<file path="config.mk">
export PLATFORM = sky130hd
export DESIGN_NAME = exec_stage
export DESIGN_NICKNAME = d
export VERILOG_FILES = /design/src/rtl/exec_stage.sv
export SDC_FILE = /design/constraint.sdc
export NUM_CORES = 2
export LEC_CHECK = 0
export CAP_MARGIN = 30
export CORE_ASPECT_RATIO = 0.6
export CORE_MARGIN = 2
export CORE_UTILIZATION = 45
export DETAILED_ROUTE_END_ITERATION = 16
export HOLD_SLACK_MARGIN = 0.06
export PLACE_DENSITY_LB_ADDON = 0.3
export SYNTH_ARGS = -nofsm -noshare
export SYNTH_HDL_FRONTEND = slang
export SYNTH_SLANG_ARGS = --single-unit
</file>
<file path="constraint.sdc">
create_clock -name clk -period 9.7 [get_ports clk]
set_clock_uncertainty 0.1 [all_clocks]
set_input_delay 0.97 -clock clk [delete_from_list [all_inputs] [get_ports clk]]
set_output_delay 0.97 -clock clk [all_outputs]
set_load 0.005 [all_outputs]
</file>
<file path="src/rtl/exec_stage.sv">
// Execute stage: single-cycle ops, iterative RV32M unit and a load/store bus port.
// Redirects open a shadow window that silently drops the next accepted instructions.
module exec_stage #(
  parameter int MULDIV_EN = 1,
  parameter int SHADOW    = 1
) (
  input  logic        clk,
  input  logic        rst,
  input  logic        in_valid,
  output logic        in_ready,
  input  logic [31:0] in_instr,
  input  logic [31:0] in_pc,
  input  logic [31:0] in_r1,
  input  logic [31:0] in_r2,
  input  logic [31:0] in_alu_res,
  input  logic [31:0] in_jmp_addr,
  output logic        q_valid,
  input  logic        q_ready,
  output logic [31:0] q_instr,
  output logic [31:0] q_pc,
  output logic [31:0] q_res,
  output logic        q_write_rd,
  output logic        q_misalign,
  output logic        redirect,
  output logic [31:0] redirect_addr,
  output logic [31:0] bus_addr,
  output logic [31:0] bus_dout,
  input  logic [31:0] bus_din,
  output logic [3:0]  bus_lanes,
  output logic        bus_wr,
  output logic        bus_valid,
  input  logic        bus_ready
);

  localparam logic [1:0] IDLE   = 2'd0;
  localparam logic [1:0] MULDIV = 2'd1;
  localparam logic [1:0] MEM    = 2'd2;

  logic [1:0]  state;
  logic [2:0]  kill;
  logic [1:0]  mem_off;

  logic [6:0]  opc;
  logic [2:0]  f3;
  logic [4:0]  rd;
  logic        is_m, is_ld, is_st, is_mem;
  logic        is_jal, is_jalr, is_br;
  logic [31:0] imm_i, imm_s, addr;
  logic        misal, taken, jump;
  logic [31:0] target, one_res, wdata;
  logic [3:0]  lanes;
  logic        one_wr;
  logic        acc, live, go_md, go_mem;

  assign opc     = in_instr[6:0];
  assign f3      = in_instr[14:12];
  assign rd      = in_instr[11:7];
  assign is_m    = (opc == 7'h33) && (in_instr[31:25] == 7'b0000001);
  assign is_ld   = (opc == 7'h03);
  assign is_st   = (opc == 7'h23);
  assign is_mem  = is_ld || is_st;
  assign is_jal  = (opc == 7'h6F);
  assign is_jalr = (opc == 7'h67);
  assign is_br   = (opc == 7'h63);

  assign imm_i = {{20{in_instr[31]}}, in_instr[31:20]};
  assign imm_s = {{20{in_instr[31]}}, in_instr[31:25], in_instr[11:7]};
  assign addr  = in_r1 + (is_st ? imm_s : imm_i);

  assign misal = ((f3[1:0] == 2'b01) && addr[0])
              || (f3[1] && (addr[1:0] != 2'b00));

  assign in_ready = (state == IDLE) && (!q_valid || q_ready);
  assign acc      = in_valid && in_ready;
  assign live     = acc && (kill == 3'd0);
  assign go_md    = live && is_m && (MULDIV_EN != 0);
  assign go_mem   = live && is_mem && !misal;

  always_comb begin
    taken = 1'b0;
    case (f3)
      3'b000:  taken = (in_r1 == in_r2);
      3'b001:  taken = (in_r1 != in_r2);
      3'b100:  taken = ($signed(in_r1) <  $signed(in_r2));
      3'b101:  taken = ($signed(in_r1) >= $signed(in_r2));
      3'b110:  taken = (in_r1 <  in_r2);
      3'b111:  taken = (in_r1 >= in_r2);
      default: taken = 1'b0;
    endcase
  end

  assign jump   = is_jal || is_jalr || (is_br && taken);
  assign target = is_jalr ? ((in_r1 + imm_i) & ~32'd1) : in_jmp_addr;

  always_comb begin
    lanes = 4'b1111;
    wdata = in_r2;
    case (f3[1:0])
      2'b00: begin
        lanes = 4'b0001 << addr[1:0];
        wdata = {4{in_r2[7:0]}};
      end
      2'b01: begin
        lanes = 4'b0011 << addr[1:0];
        wdata = {2{in_r2[15:0]}};
      end
      default: ;
    endcase
  end

  // Misaligned accesses retire here with the faulting address as result.
  always_comb begin
    one_res = in_alu_res;
    unique case (1'b1)
      is_m:              one_res = 32'd0;
      is_jal || is_jalr: one_res = in_pc + 32'd4;
      is_mem:            one_res = addr;
      default: ;
    endcase
  end

  assign one_wr = (rd != 5'd0) && !is_br && !is_st
               && (opc != 7'h0F) && !(is_mem && misal);

  // Iterative multiply/divide on operand magnitudes.
  logic [31:0] md_hi, md_lo, md_b, md_a;
  logic [4:0]  md_cnt;
  logic [2:0]  md_f3;
  logic        md_neg, md_rneg, md_dz;
  logic        a_sg, b_sg, a_neg, b_neg;
  logic [31:0] a_mag, b_mag;
  logic [32:0] mul_sum, div_sh;
  logic [31:0] div_diff, md_hi_n, md_lo_n, quo, rem, md_res;
  logic [63:0] prod, prod_s;
  logic        div_ge, md_last;

  assign a_sg  = f3[2] ? !f3[0] : (f3[1:0] == 2'b01) || (f3[1:0] == 2'b10);
  assign b_sg  = f3[2] ? !f3[0] : (f3[1:0] == 2'b01);
  assign a_neg = a_sg && in_r1[31];
  assign b_neg = b_sg && in_r2[31];
  assign a_mag = a_neg ? -in_r1 : in_r1;
  assign b_mag = b_neg ? -in_r2 : in_r2;

  assign mul_sum  = {1'b0, md_hi} + (md_lo[0] ? {1'b0, md_b} : 33'd0);
  assign div_sh   = {md_hi, md_lo[31]};
  assign div_ge   = div_sh >= {1'b0, md_b};
  assign div_diff = div_sh[31:0] - md_b;

  assign md_hi_n = md_f3[2] ? (div_ge ? div_diff : div_sh[31:0])
                            : mul_sum[32:1];
  assign md_lo_n = md_f3[2] ? {md_lo[30:0], div_ge}
                            : {mul_sum[0], md_lo[31:1]};

  assign prod    = {md_hi_n, md_lo_n};
  assign prod_s  = md_neg ? -prod : prod;
  assign quo     = md_neg ? -md_lo_n : md_lo_n;
  assign rem     = md_rneg ? -md_hi_n : md_hi_n;
  assign md_last = (md_cnt == 5'd31);

  always_comb begin
    md_res = prod_s[63:32];
    if (!md_f3[2]) begin
      if (md_f3[1:0] == 2'b00) md_res = prod_s[31:0];
    end else if (md_dz) begin
      md_res = md_f3[1] ? md_a : 32'hFFFF_FFFF;
    end else begin
      md_res = md_f3[1] ? rem : quo;
    end
  end

  always_ff @(posedge clk or posedge rst) begin
    if (rst) begin
      md_hi   <= '0;
      md_lo   <= '0;
      md_b    <= '0;
      md_a    <= '0;
      md_cnt  <= '0;
      md_f3   <= '0;
      md_neg  <= 1'b0;
      md_rneg <= 1'b0;
      md_dz   <= 1'b0;
    end else if (go_md) begin
      md_hi   <= '0;
      md_lo   <= f3[2] ? a_mag : b_mag;
      md_b    <= f3[2] ? b_mag : a_mag;
      md_a    <= in_r1;
      md_cnt  <= '0;
      md_f3   <= f3;
      md_neg  <= a_neg ^ b_neg;
      md_rneg <= f3[2] && a_neg;
      md_dz   <= f3[2] && (in_r2 == 32'd0);
    end else if (state == MULDIV) begin
      md_hi  <= md_hi_n;
      md_lo  <= md_lo_n;
      md_cnt <= md_cnt + 5'd1;
    end
  end

  logic [31:0] ld_sh, ld_data;

  assign ld_sh = bus_din >> {mem_off, 3'b000};

  always_comb begin
    ld_data = ld_sh;
    case (q_instr[13:12])
      2'b00:   ld_data = {{24{ld_sh[7] & ~q_instr[14]}}, ld_sh[7:0]};
      2'b01:   ld_data = {{16{ld_sh[15] & ~q_instr[14]}}, ld_sh[15:0]};
      default: ld_data = ld_sh;
    endcase
  end

  always_ff @(posedge clk or posedge rst) begin
    if (rst) begin
      state         <= IDLE;
      kill          <= '0;
      mem_off       <= '0;
      q_valid       <= 1'b0;
      q_instr       <= '0;
      q_pc          <= '0;
      q_res         <= '0;
      q_write_rd    <= 1'b0;
      q_misalign    <= 1'b0;
      redirect      <= 1'b0;
      redirect_addr <= '0;
      bus_addr      <= '0;
      bus_dout      <= '0;
      bus_lanes     <= '0;
      bus_wr        <= 1'b0;
      bus_valid     <= 1'b0;
    end else begin
      redirect <= 1'b0;
      if (q_ready) q_valid <= 1'b0;
      if (acc && (kill != 3'd0)) begin
        kill <= kill - 3'd1;
      end else if (live) begin
        q_instr <= in_instr;
        q_pc    <= in_pc;
        if (jump) begin
          redirect      <= 1'b1;
          redirect_addr <= target;
          kill          <= 3'(SHADOW);
        end
        if (go_md) begin
          state <= MULDIV;
        end else if (go_mem) begin
          state     <= MEM;
          bus_valid <= 1'b1;
          bus_wr    <= is_st;
          bus_addr  <= {addr[31:2], 2'b00};
          bus_lanes <= lanes;
          bus_dout  <= wdata;
          mem_off   <= addr[1:0];
        end else begin
          q_valid    <= 1'b1;
          q_res      <= one_res;
          q_write_rd <= one_wr;
          q_misalign <= is_mem && misal;
        end
      end
      if ((state == MULDIV) && md_last) begin
        state      <= IDLE;
        q_valid    <= 1'b1;
        q_res      <= md_res;
        q_write_rd <= (q_instr[11:7] != 5'd0);
        q_misalign <= 1'b0;
      end
      if ((state == MEM) && bus_ready) begin
        state      <= IDLE;
        bus_valid  <= 1'b0;
        bus_wr     <= 1'b0;
        q_valid    <= 1'b1;
        q_res      <= q_instr[5] ? 32'd0 : ld_data;
        q_write_rd <= !q_instr[5] && (q_instr[11:7] != 5'd0);
        q_misalign <= 1'b0;
      end
    end
  end

endmodule

</file>
Word level (Yosys, flattened, before mapping)
Index checks and enable logic that the tools add are counted.
{"block": "totals", "in_bits": 229, "register_bits": 346, "elab_cells": 217, "output_inout_bits": 203}
{"block": "op_classes", "mux": 79, "bitwise_logic": 6, "addsub": 12, "shifts": 3, "eq_ne": 26, "reduce_logical": 61, "n_lt_le_gt_ge": 5}
{"cell": "32-bit 2-to-1 mux", "n": 27}
{"cell": "32-bit negator", "n": 4}
{"cell": "32-bit case mux with 2 select lines", "n": 2}
{"cell": "32-bit case mux with 3 select lines", "n": 1}
{"cell": "32-bit adder", "n": 2}
{"cell": "32-bit >= comparator", "n": 2}
{"cell": "32-bit < comparator", "n": 2}
{"cell": "64-bit 2-to-1 mux", "n": 1}
{"cell": "64-bit negator", "n": 1}
{"cell": "1-bit 2-to-1 mux", "n": 34}
{"cell": "32-bit by 32-bit adder with 33-bit output", "n": 1}
{"cell": "33-bit by 32-bit >= comparator with 1-bit output", "n": 1}
{"cell": "32-bit by 3-bit adder with 32-bit output (second input constant)", "n": 1}
{"cell": "32-bit == test", "n": 1}
{"cell": "32-bit zero test", "n": 1}
{"cell": "32-bit != test", "n": 1}
{"cell": "32-bit by 5-bit right shift with 32-bit output", "n": 1}
{"cell": "32-bit subtractor", "n": 1}
{"cell": "1-bit logical AND", "n": 23}
{"cell": "7-bit == test (second input constant)", "n": 3}
{"cell": "5-bit 2-to-1 mux", "n": 3}
{"cell": "7-bit by 6-bit == test with 1-bit output (second input constant)", "n": 2}
{"cell": "3-bit == test (second input constant)", "n": 4}
{"cell": "2-bit 2-to-1 mux", "n": 6}
{"cell": "other kinds (30)", "n": 67}

Depth between registers and ports, before layout
{"block": "depth", "depth_word": 15, "mapped_depth": 24, "ltp_nobuf": 22}

Worst setup path before layout
OpenSTA, ideal clock, no wires.
{"block": "synth_timing", "path_type": "input to register", "start": "input in_instr[1]", "end": "register q_res[19]", "required_time_ns": 9.474, "n_path_buf": 0, "arrival_ns": 4.603, "setup_slack_ns": 4.871, "path_stages": 17, "cell_sequence": "nand2_1 -> or2_2 -> nor3_1 -> mux2_2 -> ha_1 -> a21o_1 -> a21oi_1 -> o21ai_0 -> a21o_1 -> a21o_1 -> a21oi_1 -> o21ai_0 -> a31oi_1 -> xnor2_1 -> a222oi_1 -> o21ai_0 -> o32a_1"}
{"block": "synth_via", "elab_chain_cells": 10, "word_cells_on_any_way": 28, "cone_classes": "add/sub: 1; eq/ne: 7; mux: 8; reduce/logical: 12"}
{"item": "start, declared", "line_no": "11", "rtl": "input logic [31:0] in_instr,"}
{"item": "7-bit by 6-bit == test with 1-bit output", "line_no": "60", "rtl": "assign is_st = (opc == 7'h23);"}
{"item": "5-bit 2-to-1 mux", "line_no": "68", "rtl": "assign addr = in_r1 + (is_st ? imm_s : imm_i);"}
{"item": "32-bit adder", "line_no": "68"}
{"item": "32-bit case mux with 3 select lines / 2-bit nonzero test (equally long branches)", "line_no": "114, 71"}
{"item": "32-bit 2-to-1 mux / 1-bit logical AND (equally long branches)", "line_no": "245, 71"}
{"item": "32-bit 2-to-1 mux / 1-bit logical OR (equally long branches)", "line_no": "243, 71"}
{"item": "32-bit 2-to-1 mux / 1-bit zero test (equally long branches)", "line_no": "235, 77"}
{"item": "32-bit 2-to-1 mux / 1-bit logical AND (equally long branches)", "line_no": "233, 77"}
{"item": "32-bit 2-to-1 mux / 3-bit by 1-bit != test with 1-bit output (equally long branches)"}
{"item": "32-bit 2-to-1 mux / 4-bit AND reduction (equally long branches)"}
{"item": "end signal, assigned", "line_no": "255", "rtl": "q_res <= one_res;"}
{"item": "end signal, assigned", "line_no": "263", "rtl": "q_res <= md_res;"}
{"item": "end signal, assigned", "line_no": "272", "rtl": "q_res <= q_instr[5] ? 32'd0 : ld_data;"}
{"item": "end, declared", "line_no": "21", "rtl": "output logic [31:0] q_res,"}
Parallel ways exist; a longest one is shown, timed or not. The select of a mux whose other input is x is not followed.
A chain may end at the register's enable or synchronous reset.

Final worst setup path
{"block": "layout_timing", "start": "register md_lo[0]", "end": "register q_res[17]"}
{"block": "layout_via", "elab_chain_cells": 10, "word_cells_on_any_way": 16, "cone_classes": "add/sub: 4; mux: 12"}
{"item": "start, declared", "line_no": "126", "rtl": "logic [31:0] md_hi, md_lo, md_b, md_a;"}
{"item": "start signal, assigned", "line_no": "184", "rtl": "md_lo <= f3[2] ? a_mag : b_mag;"}
{"item": "start signal, assigned", "line_no": "194", "rtl": "md_lo <= md_lo_n;"}
{"item": "32-bit 2-to-1 mux", "line_no": "144", "rtl": "assign mul_sum = {1'b0, md_hi} + (md_lo[0] ? {1'b0, md_b} : 33'd0);"}
{"item": "32-bit by 32-bit adder with 33-bit output", "line_no": "144"}
{"item": "32-bit 2-to-1 mux", "line_no": "149", "rtl": "assign md_hi_n = md_f3[2] ? (div_ge ? div_diff : div_sh[31:0])"}
{"item": "32-bit negator", "line_no": "157", "rtl": "assign rem = md_rneg ? -md_hi_n : md_hi_n;"}
{"item": "32-bit 2-to-1 mux", "line_no": "157"}
{"item": "32-bit 2-to-1 mux", "line_no": "167", "rtl": "md_res = md_f3[1] ? rem : quo;"}
{"item": "32-bit 2-to-1 mux", "line_no": "164", "rtl": "end else if (md_dz) begin"}
{"item": "32-bit 2-to-1 mux (*)", "line_no": "162", "rtl": "if (!md_f3[2]) begin"}
{"item": "32-bit 2-to-1 mux (*)", "line_no": "260", "rtl": "if ((state == MULDIV) && md_last) begin"}
{"item": "32-bit 2-to-1 mux (*)", "line_no": "267", "rtl": "if ((state == MEM) && bus_ready) begin"}
Every way passes the cells marked *; elsewhere a longest branch is shown, timed or not.

==> impl_metrics.tcl <==
set metrics [dict create \
    synth_top_area_cell "dfrtp_1" \
    htreeDepth 2 \
    arrival_ns 6.88 \
    place_inst 5091 \
    ctsResizeCount 0 \
    synth-edff-count 0 \
    cts_made_buffers 38 \
    synth-compound-area-share_pct 25.3 \
    synth_xor_area_share_pct 7.84 \
    seq_area_frac_synth_pct 28.8 \
    grt_max_degree 142 \
    viasPerCell 6.47 \
    netlist_area_um2 30100 \
    grt_use_total_pct 40.8 \
    period_share_pct 66.5 \
    crit_fanout 32 \
    synthSimpleGateAreaFrac_pct 22.1 \
    syn_area_per_cell_um2 7.62 \
    clockBufferDepth 3 \
    antenna_found_initial 9 \
    ctsHoldBuffers 0 \
    setup_viol 0 \
    area_growth_pct 21.1 \
    min_path_cells 2 \
    muxShareOfSynthArea_pct 4.62 \
    synth_flop_cell "dfrtp_1" \
    async_reset_ff_share_pct 100 \
    clkLatencyLatePin_ns 0.59 \
    clock-root-buffer "clkbuf_16" \
    dieArea_um2 68900 \
    rows 73 \
    yosys.cell_types.count 118 \
    cts_tree "built" \
    slew_headroom_pct 18.9 \
    core_um2 66100 \
    nets 4611 \
    cts_sinks 346 \
    initial_core_util_pct 45.4 \
    wl_per_cell_um 28.0 \
    pre_cts_slack_ns 3.36 \
    grt_first_pass_wirelength_um 208000 \
    ant_nets 0 \
    synth_top_family_by_area "compound AO/OA/AOI/OAI gates" \
    fin_crit_ns 6.45 \
    power.total_mw 5.36 \
    layout-drive-gt1-share_pct 6.31 \
    grt_pass1_vias 30200 \
    die_w_um 338 \
    ys_warn_count 0 \
    crit_type "register to register" \
    critPathLaunchType "register" \
    tightest_slew_ns 1.21 \
    critPathRequiredTime_ns 10.13 \
    first_pass_iters 12 \
    fmax_ghz 0.155 \
    multi_input_area_um2 20000 \
    hold_violations 0 \
    gp_congestion 1.09 \
    peakVddDrop_mv 0.113 \
    portBuffers 429 \
    synth_seq_cells 346 \
    worst-r2r-cell-count 17 \
    dieHeight_um 204 \
    synth_fa_ha_area_share_pct 6.26 \
    path_clk_slew_ns 0.07 \
    hpwl_um 114000 \
    dr.first_iter.drc_count 5616 \
    rsz0062_at_grt "false" \
    cap_viol_max_count 0 \
    synth_top_area_share_pct 28.8 \
    finalWorstSetupSlack_ns 3.25 \
    final_cells 5170 \
    ff_latch_area_um2 8660 \
    drc 0 \
    hold_class "register to register" \
    num_vias 33400 \
    setup_tns_ns 0 \
    power-per-cell-area_nw_per_um2 147 \
    synth_area_leaders "dfrtp_1 29%, nand2_1 9.6%, o21ai_0 6.7%, ha_1 6.0%, xnor2_1 4.8%" \
    p_leak_nw 15.5 \
    fillCellCount 6361 \
    syn_inst 3946 \
    gr-total-overflow 0 \
    pin_count 432 \
    endpoint_kind "register" \
    outcome "finished clean" \
    drv_slew 0 \
    routed_wl_um 145000 \
    cts_setup_buffers 0 \
]
-- placed cells by master, fill, tap and decap left out, types with 41 or more instances in the layout --
master and count:
a21o_1 65, a21oi_1 273, a31oi_1 50, and2_1 46
buf_4 59, clkbuf_16 41, clkdlybuf4s50_1 428, dfrtp_1 345
ha_1 144, inv_1 124, mux2_2 49, mux2i_1 77
nand2_1 763, nand3_1 90, nand4_1 46, nor2_1 276
nor3_1 68, o211ai_1 45, o21ai_0 401, xnor2_1 165
xor2_1 104
-- logic make-up (layout without fill, tap and decap cells) --
group	count (synthesis)	count (layout)
and+or+nand+nor	1482	1482
AOI/OAI and AO/OA	1194	1194
buffers and inverters	376	692
DFF	346	346
xor gates and xnor gates	269	269
adders and majority gates	148	148
muxes	130	130
other	1	9
-- synthesized netlist by cell type (11+ instances only) --
master,instances
nand4_1,46
xnor2_1,165
o21a_1,21
a21o_1,65
and2_1,47
inv_1,125
nand2b_1,23
nand3_1,91
o221ai_1,34
or3_1,21
a211oi_1,30
o211ai_1,45
nor2_1,278
clkbuf_1,188
nand2_1,765
a31oi_1,50
buf_1,20
nor4_1,21
dfrtp_1,346
a21oi_1,274
o21ai_0,401
or2_2,18
o21ai_1,15
o21bai_1,17
xor2_1,104
a221oi_1,12
o22ai_1,15
ha_1,144
nor3_1,70
a222oi_1,17
a22oi_1,27
buf_2,29
mux2_2,49
a221o_1,11
nor2b_1,18
and3_1,19
o31ai_1,32
mux2i_1,77
-- sequential cells by signal, summed over array words and instances, names as in the netlist, 2 cells and up --
| signal | cells |
|---|---|
| kill | 3 |
| redirect_addr | 32 |
| q_pc | 32 |
| md_f3 | 3 |
| mem_off | 2 |
| bus_lanes | 4 |
| md_hi | 32 |
| md_cnt | 5 |
| state | 2 |
| bus_addr | 30 |
| q_res | 32 |
| md_b | 32 |
| md_a | 32 |
| bus_dout | 32 |
| q_instr | 32 |
| md_lo | 32 |
-- worst max-delay path, cell delays in order (launching register included) --
cell and delay (ns):
dfrtp_1 0.40, buf_4 0.37, nand2_1 0.18, inv_1 0.08, ha_1 0.23, a211oi_1 0.40, o21ai_0 0.30, a211oi_1 0.76
o31ai_1 0.18, xor2_1 0.21, o22ai_1 0.37, o211ai_1 0.30, nor3_1 0.89, nand2_1 0.43, o21ai_1 0.27, xnor2_1 0.09
a221oi_1 0.60, a221o_1 0.21
-- where the power goes --
part / leakage, nW / switching (mW) / internal (mW)
logic: 10.6 / 1.02 / 0.849
clock network: 0.641 / 0.707 / 0.908
registers: 4.24 / 0.196 / 1.68
total: 15.5 / 1.92 / 3.44
-- layout make-up --
type / count / share of cell area, %
repair buffers: 494 / 13.3
multi-input cells: 3225 / 54.9
inverters: 129 / 1.34
diodes: 7 / 0.0481
clock inverters: 13 / 0.426
well taps: 900 / 3.09
flip-flops and latches: 346 / 23.8
clock buffers: 56 / 3.17
-- final timing paths --
| path | from | to | slack [ns] |
|---|---|---|---|
| hold reg to reg | q_pc[2]$_DFFE_PP0P_ | q_pc[2]$_DFFE_PP0P_ | 0.37 |
| setup / recovery | md_lo[0]$_DFFE_PP0P_ | q_res[17]$_DFFE_PP0P_ | 3.25 |
| hold / removal | q_pc[2]$_DFFE_PP0P_ | q_pc[2]$_DFFE_PP0P_ | 0.37 |
| max in group asynchronous | rst | q_res[1]$_DFFE_PP0P_ | 6.61 |
| min in group asynchronous | rst | md_lo[14]$_DFFE_PP0P_ | 0.79 |
| setup reg to reg | md_lo[0]$_DFFE_PP0P_ | q_res[17]$_DFFE_PP0P_ | 3.25 |
-- per-layer routing --
layer	GRT usage (%)	vias up	share of wire (%)	wire length, um
li1	-	14700	-	-
met1	61.5	16000	44	63300
met2	50.7	2484	37	53200
met3	19.0	276	17	24400
met4	9.75	8	2.7	3940
met5	0.355	-	0.080	116
-- through the flow --
step                      hold WS (ns)  area (um^2)  util [%]
after floorplan                  0.337        30100         -
after global placement           0.357        35000      52.9
after detailed placement         0.359        35000      53.0
after CTS                        0.376        36300      55.0
after global routing             0.390        36400      55.0
final                            0.372        36400      55.0
Note: power is estimated with default switching activity, not from simulation.
